==> config.mk <==
export PLATFORM = sky130hd
export DESIGN_NAME = pipeline_hazard_ctrl
export DESIGN_NICKNAME = d
export VERILOG_FILES = /design/src/rtl/pipeline_ctrl_pkg.sv /design/src/rtl/hazard_shadow_stage.sv /design/src/rtl/pipeline_hazard_ctrl.sv
export SDC_FILE = /design/constraint.sdc
export NUM_CORES = 1
export LEC_CHECK = 0
export CAP_MARGIN = 25
export CORE_MARGIN = 1.5
export CORE_UTILIZATION = 46
export DETAILED_ROUTE_END_ITERATION = 16
export GPL_TIMING_DRIVEN = 0
export PLACE_DENSITY_LB_ADDON = 0.05
export SLEW_MARGIN = 20
export SYNTH_ARGS = -nofsm -noshare
export SYNTH_HDL_FRONTEND = slang
export SYNTH_SLANG_ARGS = --single-unit
==> constraint.sdc <==
create_clock -name clk -period 3.7 [get_ports clk]
set_input_delay 0.74 -clock clk [delete_from_list [all_inputs] [get_ports clk]]
set_output_delay 0.74 -clock clk [all_outputs]
set_load 0.02 [all_outputs]
==> src/rtl/pipeline_ctrl_pkg.sv <==
// Shared definitions for the pipeline hazard/forwarding controller.
//   - Bit positions of the forwarding fields merged into idCtrl/exCtrl/memCtrl.
//   - Controller FSM state encoding.
//   - Shadow entry tracking dest-reg/write/load info for one pipeline stage.
//   - regMatch helper: true when a stage writes a nonzero source register.
package pipeline_ctrl_pkg;

  localparam int REG_BITS = 5;

  // Positions of the forwarding selects inside the decoder control words
  localparam int ID_CTRL_FWD_A_BIT     = 0;  // exMemIdA
  localparam int ID_CTRL_FWD_B_BIT     = 1;  // exMemIdB
  localparam int EX_CTRL_FWD_MEM_A_BIT = 0;  // exMemExA
  localparam int EX_CTRL_FWD_MEM_B_BIT = 1;  // exMemExB
  localparam int EX_CTRL_FWD_WB_A_BIT  = 2;  // memWbExA
  localparam int EX_CTRL_FWD_WB_B_BIT  = 3;  // memWbExB
  localparam int MEM_CTRL_FWD_WB_BIT   = 0;  // memWbMem

  typedef enum logic [1:0] {
    RUN    = 2'd0,
    DRAIN  = 2'd1,
    HALTED = 2'd2
  } ctrlState_t;

  typedef struct packed {
    logic [REG_BITS-1:0] rw;
    logic                regWr;
    logic                load;
  } shadowEntry_t;

  // Register 0 is hardwired, so it never produces a match.
  function automatic logic regMatch(input logic [REG_BITS-1:0] src,
                                    input shadowEntry_t entry);
    return entry.regWr && (entry.rw == src) && (src != '0);
  endfunction

endpackage

==> src/rtl/hazard_shadow_stage.sv <==
// One shadow entry (dest reg, reg write, load) for a single pipeline stage.
// Ports:
//   clk, reset            clock, synchronous active-high reset
//   clear                 synchronous clear (bubble enters this stage)
//   rwIn/regWrIn/loadIn   entry captured on the next rising edge
//   rwOut/regWrOut/loadOut current entry
module hazard_shadow_stage
  import pipeline_ctrl_pkg::*;
(
  input  logic                clk,
  input  logic                reset,
  input  logic                clear,
  input  logic [REG_BITS-1:0] rwIn,
  input  logic                regWrIn,
  input  logic                loadIn,
  output logic [REG_BITS-1:0] rwOut,
  output logic                regWrOut,
  output logic                loadOut
);

  always_ff @(posedge clk) begin
    if (reset || clear) begin
      rwOut    <= '0;
      regWrOut <= 1'b0;
      loadOut  <= 1'b0;
    end else begin
      rwOut    <= rwIn;
      regWrOut <= regWrIn;
      loadOut  <= loadIn;
    end
  end

endmodule

==> src/rtl/pipeline_hazard_ctrl.sv <==
// Hazard/forwarding controller for the 5-stage pipeline.
// Watches the instruction in ID, shadows dest-reg info for EX/MEM/WB and
// drives forwarding selects, load-use/branch stalls, bubbles and drain.
// Ports:
//   clk, reset                  clock, synchronous active-high reset
//   id_rs1/id_rs2               source registers of the ID instruction
//   id_use_rs1/id_use_rs2       operands read in EX
//   id_branch                   rs1 compared in ID
//   id_store                    rs2 is store data consumed in MEM
//   id_rw/id_reg_wr/id_load     destination info of the ID instruction
//   id_halt                     ID instruction is halt
//   fwd_id_a/fwd_id_b           ID-stage forward from EX/MEM ALU result
//   fwd_ex_mem_a/b, fwd_ex_wb_a/b  EX-stage operand forwards
//   fwd_mem_wb                  store data from WB write bus
//   stall/ifid_wr/id_bubble     front-end hold and bubble insertion
//   end_program                 one-cycle pulse once the pipeline drained
//
// state  | meaning
// RUN    | normal issue, hazards evaluated every cycle
// DRAIN  | halt passed into EX, counting until the pipeline is empty
// HALTED | program finished, front end frozen until reset
module pipeline_hazard_ctrl
  import pipeline_ctrl_pkg::*;
#(
  parameter int DRAIN_CYCLES = 4
) (
  input  logic                clk,
  input  logic                reset,
  input  logic [REG_BITS-1:0] id_rs1,
  input  logic [REG_BITS-1:0] id_rs2,
  input  logic                id_use_rs1,
  input  logic                id_use_rs2,
  input  logic                id_branch,
  input  logic                id_store,
  input  logic [REG_BITS-1:0] id_rw,
  input  logic                id_reg_wr,
  input  logic                id_load,
  input  logic                id_halt,
  output logic                fwd_id_a,
  output logic                fwd_id_b,
  output logic                fwd_ex_mem_a,
  output logic                fwd_ex_mem_b,
  output logic                fwd_ex_wb_a,
  output logic                fwd_ex_wb_b,
  output logic                fwd_mem_wb,
  output logic                stall,
  output logic                ifid_wr,
  output logic                id_bubble,
  output logic                end_program
);

  localparam int CNT_BITS = $clog2(DRAIN_CYCLES + 1);
  localparam logic [CNT_BITS-1:0] DRAIN_LAST = CNT_BITS'(DRAIN_CYCLES);

  ctrlState_t state, stateNext;
  logic [CNT_BITS-1:0] drainCnt, drainCntNext;

  shadowEntry_t exEntry, memEntry, wbEntry;

  hazard_shadow_stage exStage (
    .clk      (clk),
    .reset    (reset),
    .clear    (id_bubble),
    .rwIn     (id_rw),
    .regWrIn  (id_reg_wr),
    .loadIn   (id_load),
    .rwOut    (exEntry.rw),
    .regWrOut (exEntry.regWr),
    .loadOut  (exEntry.load)
  );

  hazard_shadow_stage memStage (
    .clk      (clk),
    .reset    (reset),
    .clear    (1'b0),
    .rwIn     (exEntry.rw),
    .regWrIn  (exEntry.regWr),
    .loadIn   (exEntry.load),
    .rwOut    (memEntry.rw),
    .regWrOut (memEntry.regWr),
    .loadOut  (memEntry.load)
  );

  hazard_shadow_stage wbStage (
    .clk      (clk),
    .reset    (reset),
    .clear    (1'b0),
    .rwIn     (memEntry.rw),
    .regWrIn  (memEntry.regWr),
    .loadIn   (memEntry.load),
    .rwOut    (wbEntry.rw),
    .regWrOut (wbEntry.regWr),
    .loadOut  (wbEntry.load)
  );

  // The regfile writes on the falling edge, so WB never needs a forward;
  // the WB entry is kept only so the shadow mirrors the real pipeline.
  logic unusedWbBits;
  assign unusedWbBits = ^wbEntry;

  logic rs1MatchEx, rs2MatchEx, rs1MatchMem, rs2MatchMem;
  logic storeData, exMemA, exMemB, exWbA, exWbB, idFwdA, idFwdB;
  logic loadUse, branchStall, hazard;

  assign rs1MatchEx  = regMatch(id_rs1, exEntry);
  assign rs2MatchEx  = regMatch(id_rs2, exEntry);
  assign rs1MatchMem = regMatch(id_rs1, memEntry);
  assign rs2MatchMem = regMatch(id_rs2, memEntry);

  // Load directly ahead of a store of the same register: the data is
  // picked up from busW in MEM, so no stall and no EX-stage b forward.
  assign storeData = id_store & rs2MatchEx & exEntry.load;

  assign exMemA = id_use_rs1 & rs1MatchEx & ~exEntry.load;
  assign exMemB = id_use_rs2 & rs2MatchEx & ~exEntry.load;
  assign exWbA  = id_use_rs1 & rs1MatchMem & ~exMemA;
  assign exWbB  = id_use_rs2 & rs2MatchMem & ~exMemB & ~storeData;
  assign idFwdA = id_branch & rs1MatchMem & ~memEntry.load;
  assign idFwdB = id_branch & rs2MatchMem & ~memEntry.load;

  assign loadUse     = exEntry.load & ((id_use_rs1 & rs1MatchEx) |
                                       (id_use_rs2 & rs2MatchEx & ~storeData));
  assign branchStall = id_branch & (rs1MatchEx | (rs1MatchMem & memEntry.load));
  assign hazard      = loadUse | branchStall;

  always_ff @(posedge clk) begin
    if (reset) begin
      state    <= RUN;
      drainCnt <= '0;
    end else begin
      state    <= stateNext;
      drainCnt <= drainCntNext;
    end
  end

  always_comb begin
    stateNext    = state;
    drainCntNext = drainCnt;
    fwd_id_a     = 1'b0;
    fwd_id_b     = 1'b0;
    fwd_ex_mem_a = 1'b0;
    fwd_ex_mem_b = 1'b0;
    fwd_ex_wb_a  = 1'b0;
    fwd_ex_wb_b  = 1'b0;
    fwd_mem_wb   = 1'b0;
    stall        = 1'b0;
    ifid_wr      = 1'b0;
    id_bubble    = 1'b1;
    end_program  = 1'b0;
    case (state)
      RUN: begin
        if (hazard) begin
          stall = 1'b1;
        end else begin
          ifid_wr      = 1'b1;
          id_bubble    = 1'b0;
          fwd_id_a     = idFwdA;
          fwd_id_b     = idFwdB;
          fwd_ex_mem_a = exMemA;
          fwd_ex_mem_b = exMemB;
          fwd_ex_wb_a  = exWbA;
          fwd_ex_wb_b  = exWbB;
          fwd_mem_wb   = storeData;
          if (id_halt) begin
            stateNext    = DRAIN;
            drainCntNext = CNT_BITS'(1);
          end
        end
      end
      DRAIN: begin
        if (drainCnt == DRAIN_LAST) begin
          end_program  = 1'b1;
          stateNext    = HALTED;
          drainCntNext = '0;
        end else begin
          drainCntNext = drainCnt + 1'b1;
        end
      end
      HALTED: begin
      end
      default: begin
        stateNext    = RUN;
        drainCntNext = '0;
      end
    endcase
  end

endmodule
==> qor.yml, run 1 <==
clocking:
  cts_tree: "built"
  clock_sinks: 19
  cts.path.max_buffers: 2
  cts_root_buf: "clkbuf_4"
  clk_latency_ns: 0.29
  htreeDepth: 1
  clkTransAtPathRegs_ns: 0.11
  numCtsBuffers: 3
cells_and_area:
  final_util_pct: 70.0
  fin_nets: 192
  syn_to_final_growth_pct: 40.4
  antenna_cells: 0
  final_area_mm2: 0.00158
  fillers: 198
  regArea_um2: 380
  drive_gt1_share_pct: 21.8
  multi_input_area_um2: 744
worst_setup_path:
  r2r_setup_slack_ns: 1.60
  cp-start-kind: "primary input"
  path_max_fanout: 4
  timing.rr.end: "exStage.rwOut[1]"
  worstPathRequired_ns: 2.96
  r2r_start: "exStage.rwOut[2]"
  end_kind: "primary output"
  ff2ff_path_depth: 7
  path_class: "in2out"
  cp.arrival_ns: 2.89
detailed_routing:
  vias: 1036
  first_pass_iters: 4
  viasPerCell: 5.37
  ant_nets: 0
  wirelength_um: 2770
  drt_first_iter_violations: 10
  wire_per_inst_um: 14.4
  drc: 0
die:
  start_util_pct: 49.9
  die_area_mm2: 0.00275
  core_mm2: 0.00225
  die_h_um: 52.5
  ioPinCount: 35
  num_rows: 17
  die_width_um: 52.5
timing:
  finalCritPeriodShare_pct: 98.2
  finClkSkew_ns: 0.00237
  fin_crit_ns: 3.63
  drv_slew: 0
  slew_headroom_pct: 56.3
  setup_viol: 0
  whs_ns: 0.501
  timing.fmax_ghz: 0.275
  rsz0062_at_grt: "no"
  hold_violations: 0
  worst_pin_slew_ns: 0.655
grt:
  grt_pass1_wl_um: 4240
  overflow: 0
  antenna_found_initial: 0
  track_usage_pct: 21.2
  grt_start_max_net_pins: 12
  first_global_vias: 982
placed_design:
  placed_area_mm2: 0.00150
  io_buffer_count: 34
  place_congestion: 0.938
  place_hpwl_um: 2110
synth:
  synth_cell_types: 37
  synth-seq-cells: 19
  postSynthAreaPerCell_um2: 9.07
  syn-num-nets: 150
  ys.warnings.count: 0
  netlist_area_mm2: 0.00112
  syn_inst: 124
  ys_seq_area_share_pct: 33.8
run:
  maxCapViolCount: 0
pwr:
  ir_drop_v: 0.000239
  powerDensity_mw_per_mm2: 291
  total_power_uw: 459
  p_leak_uw: 0.000657
status:
  status: "finished, final reports clean"
worst_hold_path:
  whs_path_depth: 2
  hold_class: "reg2reg"
  worstHoldEndpoint: "memStage.regWrOut"
  holdCritStartpoint: "exStage.regWrOut"
==> where the power goes <==
| part | total, uW | leakage (uW) | internal (uW) | switching (uW) |
|---|---|---|---|---|
| logic | 125 | 0.000483 | 67.3 | 58.2 |
| registers | 230 | 0.000156 | 217 | 12.0 |
| clock network | 104 | 0.0000177 | 40.2 | 63.7 |
==> cell usage in the layout (no fill, tap or decap), drive strengths merged, types with 2 or more instances in the layout <==
| master | count |
|---|---|
| nor2b | 7 |
| buf | 9 |
| nor3b | 8 |
| ha | 2 |
| xor2 | 7 |
| inv | 6 |
| dfxtp | 19 |
| dlymetal6s2s | 3 |
| a21oi | 3 |
| nand3 | 2 |
| clkbuf | 9 |
| nor3 | 7 |
| nand2 | 7 |
| nor2 | 9 |
| dlygate4sd2 | 6 |
| nand4 | 4 |
| or4 | 2 |
| a2bb2oi | 2 |
| xnor2 | 13 |
| clkdlybuf4s50 | 17 |
| and4b | 4 |
| nor4 | 2 |
| nand2b | 2 |
| a21o | 2 |
==> per-stage QoR <==
step | instances | setup WS, ns | TNS, ns
after floorplan | 124 | 0.301 | 0
after global placement | 186 | -0.687 | -3.93
after detailed placement | 186 | -0.743 | -4.32
after CTS | 191 | -0.0534 | -0.0534
after global routing | 193 | 0.00985 | 0
final | 193 | 0.0654 | 0
==> cells by family (layout without fill, tap and decap cells) <==
kind of cell,Yosys count,in the layout,synth area share [%]
xor gates and xnor gates,20,20,15.6
adders and majority gates,2,2,2.22
and+or+nand+nor,60,60,36.4
buffers and inverters,11,52,4.34
DFF,19,19,33.8
AOI/OAI and AO/OA,12,12,7.68
==> per-layer routing <==
layer  GRT usage, %  vias up  part of all wire, %
met1           25.4      485                   44
li1               -      517                    -
met5              0        -                    0
met3           1.71        4                  5.5
met2           37.9       30                   50
met4           9.40        0                  1.2
==> Yosys cell counts <==
master / instances / share of area [%]
dfxtp_1: 19 / 34
xnor2_1: 13 / 10
nor2_1: 9 / 3.0
nand2_1: 7 / 2.3
nor2b_1: 7 / 3.9
xor2_1: 7 / 5.5
inv_1: 6 / 2.0
nor3_1: 6 / 2.7
nor3b_2: 6 / 6.7
nand4_1: 4 / 2.2
a21oi_1: 3 / 1.3
and4b_2: 3 / 3.0
clkbuf_1: 3 / 1.0
a21o_1: 2 / 1.3
a2bb2oi_1: 2 / 1.6
ha_1: 2 / 2.2
nand2b_1: 2 / 1.1
nand3_1: 2 / 0.89
nor3b_1: 2 / 1.3
nor4_1: 2 / 1.1
a211o_1: 1 / 0.78
a211oi_1: 1 / 0.67
and3_1: 1 / 0.56
and4_2: 1 / 0.89
and4b_4: 1 / 1.2
buf_1: 1 / 0.33
buf_6: 1 / 1.0
nand4bb_1: 1 / 1.0
nor3_2: 1 / 0.89
o22ai_1: 1 / 0.56
o31ai_1: 1 / 0.67
o32ai_1: 1 / 0.78
or2_2: 1 / 0.56
or3_1: 1 / 0.56
or3b_2: 1 / 0.78
or4_1: 1 / 0.67
or4_4: 1 / 1.0
==> how the worst max path moves through the flow <==
stage / start / end / slack [ns] / depth (start not counted)
global placement: id_rs2[1] / fwd_ex_wb_a / -0.69 / 9
detailed placement: id_rs2[1] / fwd_ex_wb_a / -0.74 / 9
finish: id_rs1[1] / fwd_mem_wb / 0.07 / 8
CTS: id_rs2[1] / fwd_ex_wb_a / -0.05 / 9
global route: id_rs1[1] / fwd_mem_wb / 0.01 / 8
floorplan: id_rs2[1] / fwd_ex_wb_a / 0.30 / 7
==> flip-flops by register name, indices dropped and copies added, names as in the netlist <==
name,flops
state,2
exStage.rwOut,5
memStage.rwOut,5
exStage.loadOut,1
memStage.regWrOut,1
drainCnt,3
memStage.loadOut,1
exStage.regWrOut,1
==> critical path, cell delays in order <==
cell	delay, ns
clkdlybuf4s50_1	0.54
nor3_1	0.08
a211o_1	0.33
or2_2	0.35
a2bb2oi_4	0.18
nor3_1	0.10
and4_2	0.26
dlygate4sd2_1	0.31
==> repair_timing <==
action                     CTS  global route
hold endpoints to repair     0             0
setup endpoints to repair   10             8
pin swaps                    1             3
hold buffers                 0             0
gates resized for setup     34            15
buffers inserted             1             2
==> layout make-up <==
| class | instances | share of cell area (%) |
|---|---|---|
| inverter | 6 | 1.43 |
| timing repair buffer | 37 | 21.2 |
| buffer | 5 | 2.22 |
| sequential | 19 | 24.1 |
| multi-input combinational | 94 | 47.1 |
| clock buffer | 3 | 1.43 |
| tap | 28 | 2.22 |
| clock inverter | 1 | 0.317 |
No activity file was read; power rests on OpenSTA's default activity.
==> inputs of run 2 (changes only) <==
CORE_UTILIZATION = 39   (was 46)
==> qor.yml, run 2 (synthesis results as in run 1) <==
placed_design:
  io_buffer_count: 34  # unchanged
  place_congestion: 0.853  # was 0.938
  dp_slack_ns: -0.755  # was -0.743 ns
  place_hpwl_um: 2120  # was 2110 um
die:
  core_mm2: 0.00276  # was 0.00225 mm2
  die_area_mm2: 0.00322  # was 0.00275 mm2
  num_rows: 19  # was 17
  die_h_um: 56.7  # was 52.5 um
  start_util_pct: 40.8  # was 49.9%
  ioPinCount: 35  # unchanged
  die_width_um: 56.7  # was 52.5 um
detailed_routing:
  viasPerCell: 5.21  # was 5.37
  vias: 1015  # was 1036
  wire_per_inst_um: 14.1  # was 14.4 um
  ant_nets: 0  # unchanged
  drt_first_iter_violations: 27  # was 10
  drc: 0  # unchanged
  first_pass_iters: 4  # unchanged
  wirelength_um: 2750  # was 2770 um
cells_and_area:
  antenna_cells: 0  # unchanged
  mostFrequentLayoutCells: "dfxtp_1 (19), clkdlybuf4s50_1 (16), xnor2_1 (13)"  # was dfxtp_1 (19), clkdlybuf4s50_1 (17), xnor2_1 (13)
  multi_input_area_um2: 744  # unchanged
  reg_top3: "exStage.rwOut x5, memStage.rwOut x5, drainCnt x3"  # unchanged
  final_util_pct: 57.5  # was 70.0%
  syn_to_final_growth_pct: 40.9  # was 40.4%
  layout_commonest_cell: "dfxtp_1"  # unchanged
  regArea_um2: 380  # unchanged
  drive_gt1_share_pct: 21.3  # was 21.8%
  fin_nets: 191  # was 192
  fillers: 257  # was 198
pwr:
  p_leak_uw: 0.000659  # was 0.000657 uW
  ir_drop_v: 0.000200  # was 0.000239 V
  powerDensity_mw_per_mm2: 297  # was 291 mW/mm2
worst_setup_path:
  path_max_fanout: 5  # was 4
  end_kind: "primary output"  # unchanged
  cpPeakStageDelay_ns: 0.56  # was 0.54 ns
  crit_buf_inv: 5  # was 2
  cp-start-kind: "primary input"  # unchanged
  worstPathRequired_ns: 2.96  # about the same
  path_class: "in2out"  # unchanged
  cp.arrival_ns: 2.86  # was 2.89 ns
  crit_slowest_cell: "or4_4"  # was clkdlybuf4s50_1
  critPathTopFamily: "simple AND/OR/NAND/NOR gates"  # was buffers and inverters
  cp_cell_sequence: "clkbuf_2 -> or4_4 -> nor2_4 -> nor4_4 -> and4b_4 -> or4_4 -> buf_12 -> buf_12 -> inv_1 -> buf_2"  # was clkdlybuf4s50_1 -> nor3_1 -> a211o_1 -> or2_2 -> a2bb2oi_4 -> nor3_1 -> and4_2 -> dlygate4sd2_1
timing:
  tns_ns: 0  # unchanged
  setup_viol: 0  # unchanged
  fin_crit_ns: 3.60  # was 3.63 ns
  slew_headroom_pct: 56.7  # was 56.3%
  timing.fmax_ghz: 0.278  # was 0.275 GHz
  rsz0062_at_grt: "no"  # unchanged
  worst_pin_slew_ns: 0.650  # was 0.655 ns
  worst_slack_ns: 0.103  # was 0.0654 ns
  hold_violations: 0  # unchanged
  finalCritPeriodShare_pct: 97.2  # was 98.2%
  finClkSkew_ns: 0.00897  # was 0.00237 ns
  whs_ns: 0.487  # was 0.501 ns
  drv_slew: 0  # unchanged
clocking:
  ctsHoldBuffers: 0  # unchanged
  clock_sinks: 19  # unchanged
  clkTransAtPathRegs_ns: 0.11  # about the same
  htreeDepth: 1  # unchanged
  cts.path.max_buffers: 2  # unchanged
  cts_tree: "built"  # unchanged
  numCtsBuffers: 3  # unchanged
  clk_latency_ns: 0.30  # was 0.29 ns
  cts_root_buf: "clkbuf_4"  # unchanged
worst_hold_path:
  hold_class: "reg2reg"  # unchanged
grt:
  overflow: 0  # unchanged
  first_global_vias: 1031  # was 982
  track_usage_pct: 18.1  # was 21.2%
  grt_pass1_wl_um: 4420  # was 4240 um
  grt_start_max_net_pins: 13  # was 12
  antenna_found_initial: 0  # unchanged
run:
  maxCapViolCount: 0  # unchanged
status:
  status: "finished, final reports clean"  # unchanged
## run 2: changes by cell type in the layout (fill, tap and decap cells not counted)
cell,change
clkinvlp_4,+1
clkinv_2,-1
dlygate4sd2_1,-1
clkbuf_2,+1
buf_2,+1
buf_12,+1
dlymetal6s2s_1,+1
clkdlybuf4s15_2,-1
clkdlybuf4s50_1,-1
buf_4,-3
clkdlybuf4s15_1,+1
## run 2: worst paths after layout
kind | end | start | cells after the start | slack, ns
max | ifid_wr | id_rs2[4] | 10 | 0.10
min | memStage.regWrOut | exStage.regWrOut | 2 | 0.49
max reg2reg | exStage.regWrOut | exStage.rwOut[0] | 9 | 1.55
min reg2reg | memStage.regWrOut | exStage.regWrOut | 2 | 0.49
## run 2: per-layer routing
| metal | share of wire, % | GRT usage (%) | vias to the layer above |
|---|---|---|---|
| met5 | 0 | 0 | - |
| met1 | 44 | 21.2 | 472 |
| met2 | 50 | 30.9 | 26 |
| met3 | 4.6 | 3.46 | 4 |
| li1 | - | - | 513 |
| met4 | 1.1 | 9.18 | 0 |
## run 2: power breakdown
group | internal, uW | leakage [uW] | switching, uW
logic | 71.2 | 0.000489 | 58.1
clock network | 41.1 | 0.0000139 | 69.8
registers | 218 | 0.000156 | 12.5
## run 2: metrics by stage
stage | total power [uW] | instances | instance area (um2)
2_1_floorplan | 301 | 124 | 1120
3_3_place_gp | 350 | 189 | 1500
3_5_place_dp | 352 | 189 | 1500
4_1_cts | 464 | 193 | 1540
5_1_grt | 498 | 195 | 1590
6_report | 470 | 195 | 1590
## run 2: cell type report
cell class	count	share of cell area, %
inverter	6	1.42
clock buffer	3	1.42
clock inverter	1	0.474
timing repair buffer	36	21.1
buffer	5	2.21
tap	31	2.45
multi-input combinational	94	47.0
sequential	19	24.0
## run 2: timing repair
| item | CTS | global route |
|---|---|---|
| cloned | 0 | 0 |
| endpoints found under the setup margin | 10 | 8 |
| resized for setup | 34 | 16 |
| buffers inserted | 0 | 2 |
| pin swaps | 0 | 4 |
## run 2: worst register-to-register path: cells and delay by family, from the launching register on
kind / cells / cell delay [ns]
and+or+nand+nor: 5 / 1.13
DFF: 1 / 0.43
buffers and inverters: 3 / 0.41
xor gates and xnor gates: 1 / 0.11
==> inputs of run 3 (changes only) <==
--- a/constraint.sdc
+++ b/constraint.sdc
@@ -3,2 +3,2 @@
 set_output_delay 0.74 -clock clk [all_outputs]
-set_load 0.02 [all_outputs]
+set_load 0.05 [all_outputs]
==> qor.yml, run 3 (synthesis results as in run 1) <==
status:
  status: "finished, final reports clean"  # unchanged
detailed_routing:
  viasPerCell: 5.28  # was 5.21
  vias: 1024  # was 1015
  wire_per_inst_um: 14.2  # was 14.1 um
  wirelength_um: 2750  # about the same
  drc: 0  # unchanged
  drt_first_iter_violations: 57  # was 27
  ant_nets: 0  # unchanged
  first_pass_iters: 4  # unchanged
pwr:
  p_leak_uw: 0.000608  # was 0.000659 uW
  ir_drop_v: 0.000226  # was 0.000200 V
  powerDensity_mw_per_mm2: 299  # was 297 mW/mm2
worst_setup_path:
  path_max_fanout: 4  # was 5
  critPathTopFamily: "simple AND/OR/NAND/NOR gates"  # unchanged
  r2r_setup_slack_ns: 1.69  # was 1.55 ns
  cp.arrival_ns: 2.85  # was 2.86 ns
  cp_common_cell: "or4_4"
  cp-start-kind: "primary input"  # unchanged
  timing.rr.end: "exStage.regWrOut"  # unchanged
  cp_cell_sequence: "clkbuf_2 -> or4_4 -> nor2_4 -> nor4_2 -> and4b_4 -> or4_4 -> and4b_2 -> buf_6"  # was clkbuf_2 -> or4_4 -> nor2_4 -> nor4_4 -> and4b_4 -> or4_4 -> buf_12 -> buf_12 -> inv_1 -> buf_2
  crit_slowest_cell: "or4_4"  # unchanged
  cpPeakStageDelay_ns: 0.56  # about the same
  crit_buf_inv: 2  # was 5
  path_class: "in2out"  # unchanged
  worstPathRequired_ns: 2.96  # about the same
  end_kind: "primary output"  # unchanged
  ff2ff_path_depth: 8  # was 9
  r2r_start: "exStage.rwOut[4]"  # was exStage.rwOut[0]
run:
  maxCapViolCount: 0  # unchanged
timing:
  timing.fmax_ghz: 0.278  # about the same
  fin_crit_ns: 3.59  # was 3.60 ns
  setup_viol: 0  # unchanged
  slew_headroom_pct: 56.1  # was 56.7%
  finalCritPeriodShare_pct: 97.1  # was 97.2%
  worst_pin_slew_ns: 0.659  # was 0.650 ns
  whs_ns: 0.522  # was 0.487 ns
  finClkSkew_ns: 0.00468  # was 0.00897 ns
  hold_violations: 0  # unchanged
  tns_ns: 0  # unchanged
  drv_slew: 0  # unchanged
  rsz0062_at_grt: "no"  # unchanged
  worst_slack_ns: 0.106  # was 0.103 ns
clocking:
  clk_latency_ns: 0.30  # about the same
  cts.path.max_buffers: 2  # unchanged
  clock_sinks: 19  # unchanged
  cts_root_buf: "clkbuf_4"  # unchanged
  clkTransAtPathRegs_ns: 0.10  # was 0.11 ns
  numCtsBuffers: 3  # unchanged
  cts_tree: "built"  # unchanged
  ctsHoldBuffers: 0  # unchanged
  htreeDepth: 1  # unchanged
placed_design:
  dp_slack_ns: -0.955  # was -0.755 ns
  io_buffer_count: 34  # unchanged
  place_congestion: 0.826  # was 0.853
  place_hpwl_um: 2160  # was 2120 um
cells_and_area:
  reg_top3: "exStage.rwOut x5, memStage.rwOut x5, drainCnt x3"  # unchanged
  syn_to_final_growth_pct: 38.3  # was 40.9%
  final_util_pct: 56.4  # was 57.5%
  fin_nets: 190  # was 191
  mostFrequentLayoutCells: "dfxtp_1 (19), clkdlybuf4s50_1 (19), xnor2_1 (13)"  # was dfxtp_1 (19), clkdlybuf4s50_1 (16), xnor2_1 (13)
  drive_gt1_share_pct: 25.8  # was 21.3%
  antenna_cells: 0  # unchanged
die:
  start_util_pct: 40.8  # unchanged
  die_h_um: 56.7  # unchanged
  num_rows: 19  # unchanged
  die_area_mm2: 0.00322  # unchanged
  ioPinCount: 35  # unchanged
  die_width_um: 56.7  # unchanged
  core_mm2: 0.00276  # unchanged
grt:
  antenna_found_initial: 0  # unchanged
  overflow: 0  # unchanged
  grt_pass1_wl_um: 4450  # was 4420 um
  first_global_vias: 1017  # was 1031
  track_usage_pct: 17.8  # was 18.1%
  grt_start_max_net_pins: 12  # was 13
worst_hold_path:
  worstHoldEndpoint: "memStage.regWrOut"  # unchanged
  whs_path_depth: 2  # unchanged
  holdCritStartpoint: "exStage.regWrOut"  # unchanged
  hold_class: "reg2reg"  # unchanged
==> run 3: metal layers <==
| metal | vias to the layer above | routed length [um] | GRT usage [%] |
|---|---|---|---|
| li1 | 510 | - | - |
| met1 | 470 | 1230 | 22.3 |
| met2 | 37 | 1300 | 30.4 |
| met3 | 7 | 141 | 2.07 |
| met4 | 0 | 69 | 7.48 |
| met5 | - | 0 | 0 |
==> run 3: what timing repair did <==
item	CTS	global route
hold endpoints to repair	0	0
gates resized for setup	55	20
pin swaps	0	4
setup endpoints to repair	10	9
buffers inserted	1	0
==> run 3: metrics by stage <==
stage	power, uW	instance area, um2	instances
after floorplan	309	1130	124
after CTS	467	1570	194
after global placement	358	1510	189
after detailed placement	362	1510	189
after global routing	488	1560	194
final	465	1560	194
==> run 3: power by group <==
part           internal (uW)  switching, uW  total [uW]  leakage, uW
logic                   66.0           65.5         131     0.000434
clock network           40.3           64.4         105    0.0000177
registers                217           11.8         229     0.000156
==> run 3: cell type report <==
type                    instances  area (um2)
inverters                       6        22.5
clock inverters                 1        5.00
plain buffers                   5        35.0
fillers                       269        1200
multi-input cells              94         749
repair buffers                 35         302
flip-flops and latches         19         380
clock buffers                   3        22.5
well taps                      31        38.8
==> run 3: worst max path at each step <==
stage	start	endpoint	cells after the start
finish	id_rs2[4]	fwd_id_b	8
global route	id_rs1[0]	stall	8
CTS	id_rs2[1]	fwd_ex_wb_a	9
detailed placement	id_rs2[1]	fwd_ex_wb_a	9
global placement	id_rs2[1]	fwd_ex_wb_a	9
floorplan	id_rs2[1]	fwd_ex_wb_a	7
==> run 3: worst reg2reg max path, stage by stage (launching register included) <==
cell	delay (ns)
dfxtp_1	0.42
xnor2_1	0.10
nand4_1	0.12
nor4_2	0.07
and4b_4	0.21
or4_4	0.54
buf_12	0.16
buf_4	0.16
nor3b_2	0.16
